### src/rtl/crypto_pkg.sv
// crypto_pkg: shared width default and exponentiator state encoding.
package crypto_pkg;
  localparam int CRYPTO_N = 8;
  typedef enum logic [2:0] {
    S_IDLE, S_CHECK, S_NEXT, S_ISSUE_MUL, S_WAIT_MUL, S_ISSUE_SQR, S_WAIT_SQR, S_FINISH
  } modexp_state_t;
endpackage

### src/rtl/modular_multiplier.sv
// modular_multiplier: P = X*Y mod M by MSB-first interleaved double-and-add, one Y bit per cycle.
module modular_multiplier import crypto_pkg::*; #(
  parameter int n = CRYPTO_N
) (
  input  logic         clk,
  input  logic         n_reset,
  input  logic         start,
  input  logic [n-1:0] X,
  input  logic [n-1:0] Y,
  input  logic [n-1:0] M,
  output logic [n-1:0] P,
  output logic         done
);
  localparam int IW = $clog2(n);
  logic [n-1:0] acc_q, acc_d;
  logic [IW-1:0] i_q, i_d;
  logic run_q, run_d, done_q, done_d;
  logic [n:0] mw, dbl, r1, s, r2;
  always_comb begin
    mw = {1'b0, M};
    dbl = {acc_q, 1'b0};
    r1 = dbl >= mw ? dbl - mw : dbl;
    s = r1 + (Y[i_q] ? {1'b0, X} : '0);
    r2 = s >= mw ? s - mw : s;
    acc_d = acc_q;
    i_d = i_q;
    run_d = run_q;
    done_d = 1'b0;
    if (run_q) begin
      acc_d = n'(r2);
      i_d = i_q - IW'(1);
      run_d = i_q != '0;
      done_d = i_q == '0;
    end else if (start) begin
      acc_d = '0;
      i_d = IW'(n - 1);
      run_d = 1'b1;
    end
  end
  always_ff @(posedge clk) begin
    if (!n_reset) begin
      acc_q <= '0;
      i_q <= '0;
      run_q <= 1'b0;
      done_q <= 1'b0;
    end else begin
      acc_q <= acc_d;
      i_q <= i_d;
      run_q <= run_d;
      done_q <= done_d;
    end
  end
  assign P = acc_q;
  assign done = done_q;
endmodule

### src/rtl/modular_exponentiator.sv
// modular_exponentiator: R = B^E mod M, right-to-left square-and-multiply over modular_multiplier.
// Define MODEXP_EARLY_EXIT_EN to stop once the remaining exponent bits are all zero.
module modular_exponentiator import crypto_pkg::*; #(
  parameter int n = CRYPTO_N
) (
  input  logic         clk,
  input  logic         reset,
  input  logic         start,
  input  logic [n-1:0] B,
  input  logic [n-1:0] E,
  input  logic [n-1:0] M,
  output logic [n-1:0] R,
  output logic         done,
  output logic         busy,
  output logic         err
);
  localparam int CW = $clog2(n + 1);
  modexp_state_t state_q, state_d;
  logic [n-1:0] a_q, a_d, r_q, r_d, e_q, e_d, m_q, m_d, res_q, res_d;
  logic [CW-1:0] cnt_q, cnt_d;
  logic done_q, done_d, busy_q, busy_d, err_q, err_d, last;
  logic mul_start, mul_done;
  logic [n-1:0] mul_x, mul_p;
  assign mul_start = state_q == S_ISSUE_MUL || state_q == S_ISSUE_SQR;
  assign mul_x = (state_q == S_ISSUE_SQR || state_q == S_WAIT_SQR) ? a_q : r_q;
`ifdef MODEXP_EARLY_EXIT_EN
  assign last = cnt_q == CW'(n) || e_q == '0;
`else
  assign last = cnt_q == CW'(n);
`endif
  modular_multiplier #(.n(n)) u_mul (
    .clk(clk), .n_reset(~reset), .start(mul_start),
    .X(mul_x), .Y(a_q), .M(m_q), .P(mul_p), .done(mul_done)
  );
  always_comb begin
    state_d = state_q;
    a_d = a_q;
    r_d = r_q;
    e_d = e_q;
    m_d = m_q;
    cnt_d = cnt_q;
    res_d = res_q;
    done_d = 1'b0;
    busy_d = busy_q;
    err_d = err_q;
    case (state_q)
      S_IDLE: begin
        busy_d = start && !busy_q;
        if (start && !busy_q) begin
          a_d = B;
          e_d = E;
          m_d = M;
          r_d = n'(1);
          cnt_d = '0;
          err_d = 1'b0;
          state_d = S_CHECK;
        end
      end
      S_CHECK: begin
        if (m_q < n'(2) || a_q >= m_q) begin
          err_d = 1'b1;
          r_d = '0;
          state_d = S_FINISH;
        end else state_d = S_NEXT;
      end
      S_NEXT: state_d = last ? S_FINISH : e_q[0] ? S_ISSUE_MUL : S_ISSUE_SQR;
      S_ISSUE_MUL: state_d = S_WAIT_MUL;
      S_WAIT_MUL: begin
        if (mul_done) begin
          r_d = mul_p;
          state_d = S_ISSUE_SQR;
        end
      end
      S_ISSUE_SQR: state_d = S_WAIT_SQR;
      S_WAIT_SQR: begin
        if (mul_done) begin
          a_d = mul_p;
          e_d = e_q >> 1;
          cnt_d = cnt_q + CW'(1);
          state_d = S_NEXT;
        end
      end
      S_FINISH: begin
        res_d = r_q;
        done_d = 1'b1;
        state_d = S_IDLE;
      end
      default: state_d = S_IDLE;
    endcase
  end
  always_ff @(posedge clk) begin
    if (reset) begin
      state_q <= S_IDLE;
      a_q <= '0;
      r_q <= '0;
      e_q <= '0;
      m_q <= '0;
      cnt_q <= '0;
      res_q <= '0;
      done_q <= 1'b0;
      busy_q <= 1'b0;
      err_q <= 1'b0;
    end else begin
      state_q <= state_d;
      a_q <= a_d;
      r_q <= r_d;
      e_q <= e_d;
      m_q <= m_d;
      cnt_q <= cnt_d;
      res_q <= res_d;
      done_q <= done_d;
      busy_q <= busy_d;
      err_q <= err_d;
    end
  end
  assign R = res_q;
  assign done = done_q;
  assign busy = busy_q;
  assign err = err_q;
endmodule

### config.mk
export PLATFORM = sky130hd
export DESIGN_NAME = modular_exponentiator
export DESIGN_NICKNAME = d
export VERILOG_FILES = /design/src/rtl/crypto_pkg.sv /design/src/rtl/modular_multiplier.sv /design/src/rtl/modular_exponentiator.sv
export SDC_FILE = /design/constraint.sdc
export NUM_CORES = 1
export LEC_CHECK = 0
export ABC_AREA = 1
export CAP_MARGIN = 20
export CORE_MARGIN = 5
export CORE_UTILIZATION = 40
export CTS_CLUSTER_DIAMETER = 30
export DETAILED_ROUTE_END_ITERATION = 10
export SETUP_SLACK_MARGIN = 0.05
export SKIP_CTS_REPAIR_TIMING = 1
export SYNTH_ARGS = -nofsm -noshare
export SYNTH_HDL_FRONTEND = slang
export SYNTH_SLANG_ARGS = --single-unit
### constraint.sdc
create_clock -name clk -period 12.3 [get_ports clk]
set_input_delay 1.23 -clock clk [delete_from_list [all_inputs] [get_ports clk]]
set_output_delay 1.23 -clock clk [all_outputs]
set_load 0.005 [all_outputs]
==> impl_metrics.env <==
export IMPL_cts_sinks=63
export IMPL_number_of_antenna_violations_at_the_first_check_in_global_routing=0
export IMPL_final_period_utilization_pct=39.4
export IMPL_dp_hpwl_mm=8.57
export IMPL_syn_cell_area_sq_um=4280
export IMPL_fin_setup_tns_ns=0
export IMPL_drt_wl_total_mm=11.5
export IMPL_critical_path_required_ns=12.58
export IMPL_number_of_clock_buffers_inserted_by_tritoncts=9
export IMPL_fmax_mhz=206
export IMPL_area_fraction_in_compound_gates_after_synthesis_pct=19.3
export IMPL_yosys_area_share_adder_pct=12.2
export IMPL_initial_core_utilization_pct=41.3
export IMPL_postSynth_topFlopCell="sky130_fd_sc_hd__dfxtp_1"
export IMPL_final_antenna_net_count=0
export IMPL_floorplan_die_height_microns=113
export IMPL_synth_simple_gate_area_share_pct=26.1
export IMPL_critical_path_endpoint_type="flip-flop"
export IMPL_timing_hold_worst_start="R[7]$_SDFFE_PP0P_"
export IMPL_synth_top_family_by_area="simple AND/OR/NAND/NOR gates"
export IMPL_overflow=0
export IMPL_io_buffers=37
export IMPL_dr_pass1_iters=5
export IMPL_relSlewSlack_pct=44.1
export IMPL_drc=0
export IMPL_timing_setup_critical_path_class="reg -> reg"
export IMPL_synth_edff_count=0
export IMPL_design_portCount=38
export IMPL_clock_path_buffers=2
export IMPL_die_area_sq_um=12900
export IMPL_via_density_per_instance=5.06
export IMPL_synthArstFlopShare_pct=0
export IMPL_setup_violations_final=0
export IMPL_nFillCells=1081
export IMPL_critical_path_top_delay_cell="sky130_fd_sc_hd__fa_1"
export IMPL_rows=37
export IMPL_worst_pin_slew_ns=0.836
export IMPL_worst_path_most_repeated_cell="sky130_fd_sc_hd__nand2_1"
export IMPL_fin_worst_skew_ns=0.00851
export IMPL_cp_start_kind="flip-flop"
export IMPL_timing_critical_path_from="state_q[2]$_SDFFE_PP0P_"
export IMPL_synth_net_count=687
export IMPL_netlist_area_leader_share_pct=29.5
export IMPL_synth_largest_area_cell="sky130_fd_sc_hd__dfxtp_1"
export IMPL_yosysWarningCount=0
export IMPL_initialDrtViolationCount=287
export IMPL_first_global_vias=3704
export IMPL_synth_seq_area_share_pct=29.5
export IMPL_yosys_cell_types_count=42
export IMPL_clk_transition_reported_paths_ns=0.07
export IMPL_rsz_0062_raised_after_global_routing="no"
export IMPL_syn_inst=620
export IMPL_ctsRootBufferMaster="sky130_fd_sc_hd__clkbuf_8"
export IMPL_holdCritPathClass="reg -> reg"
export IMPL_avgRoutedWirePerCell_microns=14.6
export IMPL_synth_area_leaders="sky130_fd_sc_hd__dfxtp_1 29%, sky130_fd_sc_hd__nand2_1 14%, sky130_fd_sc_hd__ha_1 11%, sky130_fd_sc_hd__a21oi_1 6.8%, sky130_fd_sc_hd__inv_1 6.0%"
export IMPL_chipWidth_microns=113
export IMPL_core_area_sq_um=10400
export IMPL_report_final_hold_viol_count=0
export IMPL_yosys_register_bits=63
export IMPL_antenna_cells=0
export IMPL_grt_usage_pct=18.3
export IMPL_cap_viol_max_count=0
export IMPL_syn_area_per_cell_sq_um=6.90
export IMPL_cp_max_fo=22
export IMPL_post_route_min_period_ns=4.85
export IMPL_syn2layout_area_growth_pct=14.5
export IMPL_r2r_start="state_q[2]$_SDFFE_PP0P_"
export IMPL_critical_path_cell_chain="inv_2, nor2_4, inv_2, nand2_1, mux2i_1, nor2_1, inv_1, fa_1, inv_1, nand3_1, nand2_1, a21oi_1, xor2_1, inv_1, ha_1, a21oi_1, o21a_1, nand2_1, a21oi_4, nand3_4, nand2_1, nand3_1, a21oi_1"
export IMPL_cts_htree_levels=3
export IMPL_grt_max_degree=46
export IMPL_synth_xor_area_share_pct=3.27
export IMPL_routed_via_count=3992
export IMPL_slew_violations=0
export IMPL_critical_path_max_stage_delay_ns=0.46
export IMPL_drive_gt1_share_pct=6.43
export IMPL_grt_pass1_wl_mm=18.8
export IMPL_yosys_mux_area_fraction_pct=0.234
export IMPL_num_nets_final=715
export IMPL_clock_tree_from_tritoncts="built"
export IMPL_clkLatencyLatePin_ns=0.35
export IMPL_outcome="complete, no violations"
export IMPL_routabilityCongestion=0.894
export IMPL_cp_arrival_ns=5.13
[metrics by stage]
stage	setup WS, ns	utilization, %	cells	instance area [sq um]	hold WS (ns)
final	7.45	47.3	789	4900	0.445
after global routing	6.80	47.3	789	4900	0.466
after CTS	7.41	47.3	789	4900	0.450
after detailed placement	7.45	45.4	773	4700	0.438
after global placement	7.56	45.4	773	4700	0.436
after floorplan	8.33	-	620	4280	0.437
[metal layers]
| layer | part of all wire (%) | wire length (microns) | up-vias | GRT usage [%] |
|---|---|---|---|---|
| met2 | 46 | 5310 | 67 | 30.4 |
| met5 | 0 | 0 | - | 0 |
| li1 | - | - | 2105 | - |
| met3 | 4.0 | 457 | 13 | 2.92 |
| met1 | 49 | 5590 | 1807 | 24.6 |
| met4 | 1.1 | 131 | 0 | 5.37 |
[flip-flops by register name, summed over array words and instances, names as in the netlist, 4 cells and up]
register  flops
R             8
a_q           8
e_q           8
m_q           8
r_q           8
u_mul.P       8
cnt_q         4
[layout make-up]
type	instances	area [sq um]	share of cell area (%)
multi-input combinational	462	2620	53.4
sequential	63	1260	25.7
timing repair buffer	38	378	7.71
inverter	74	279	5.69
tap	136	170	3.47
clock buffer	11	141	2.88
clock inverter	5	56.3	1.15
[placed cells by master, fill, tap and decap left out, types with 10 or more instances in the layout]
cell / instances
sky130_fd_sc_hd__o21ai_1: 11
sky130_fd_sc_hd__inv_1: 68
sky130_fd_sc_hd__nand2_1: 154
sky130_fd_sc_hd__clkbuf_8: 10
sky130_fd_sc_hd__ha_1: 37
sky130_fd_sc_hd__nand3_1: 32
sky130_fd_sc_hd__dfxtp_1: 63
sky130_fd_sc_hd__nor2_1: 46
sky130_fd_sc_hd__clkdlybuf4s50_1: 37
sky130_fd_sc_hd__o21ai_0: 36
sky130_fd_sc_hd__a31oi_1: 21
sky130_fd_sc_hd__a21oi_1: 58
[cells by family (layout without fill, tap and decap cells)]
family	Yosys count	count (layout)
compound gates	145	145
xor+xnor	16	16
fa+ha+maj	40	40
buf+inv	95	128
flops	63	63
mux	1	1
simple gates	260	260
[cell usage after synthesis, types with 2 or more instances]
| cell | instances |
|---|---|
| sky130_fd_sc_hd__fa_1 | 3 |
| sky130_fd_sc_hd__dfxtp_1 | 63 |
| sky130_fd_sc_hd__nor2_1 | 46 |
| sky130_fd_sc_hd__nand4_1 | 6 |
| sky130_fd_sc_hd__nand2_1 | 154 |
| sky130_fd_sc_hd__buf_1 | 2 |
| sky130_fd_sc_hd__o21ai_0 | 36 |
| sky130_fd_sc_hd__a21o_1 | 4 |
| sky130_fd_sc_hd__buf_6 | 4 |
| sky130_fd_sc_hd__ha_1 | 37 |
| sky130_fd_sc_hd__xnor2_1 | 7 |
| sky130_fd_sc_hd__a211oi_1 | 3 |
| sky130_fd_sc_hd__inv_1 | 68 |
| sky130_fd_sc_hd__o21a_1 | 2 |
| sky130_fd_sc_hd__nor3_1 | 5 |
| sky130_fd_sc_hd__inv_2 | 5 |
| sky130_fd_sc_hd__xor2_1 | 9 |
| sky130_fd_sc_hd__nor2_2 | 4 |
| sky130_fd_sc_hd__a21oi_4 | 2 |
| sky130_fd_sc_hd__o21ai_1 | 11 |
| sky130_fd_sc_hd__nor2_4 | 2 |
| sky130_fd_sc_hd__nand2_2 | 5 |
| sky130_fd_sc_hd__clkbuf_1 | 7 |
| sky130_fd_sc_hd__a31oi_1 | 21 |
| sky130_fd_sc_hd__a21oi_1 | 58 |
| sky130_fd_sc_hd__nand3b_1 | 2 |
| sky130_fd_sc_hd__buf_2 | 6 |
| sky130_fd_sc_hd__buf_4 | 2 |
| sky130_fd_sc_hd__o21ai_2 | 2 |
| sky130_fd_sc_hd__nand3_1 | 32 |
[worst paths after layout]
path	end	slack (ns)	cells past startpoint
worst min-delay path	R[7]$_SDFFE_PP0P_	0.44	2
worst max-delay path	u_mul.P[4]$_SDFFE_PP0P_	7.45	23
worst min register to register	R[7]$_SDFFE_PP0P_	0.44	2
worst max register to register	u_mul.P[4]$_SDFFE_PP0P_	7.45	23
[worst max-delay path, delay by kind of cell, from the launching register on]
family	cells	cell delay, ns
adders and majority gates	2	0.81
DFF	1	0.44
xor gates and xnor gates	1	0.26
buffers and inverters	5	0.65
AOI/OAI and AO/OA	5	0.83
muxes	1	0.14
and+or+nand+nor	9	1.64
Power is left out: the tool's default activity adds up to more than one toggle a clock period on the data nets, which glitch-free logic cannot reach.
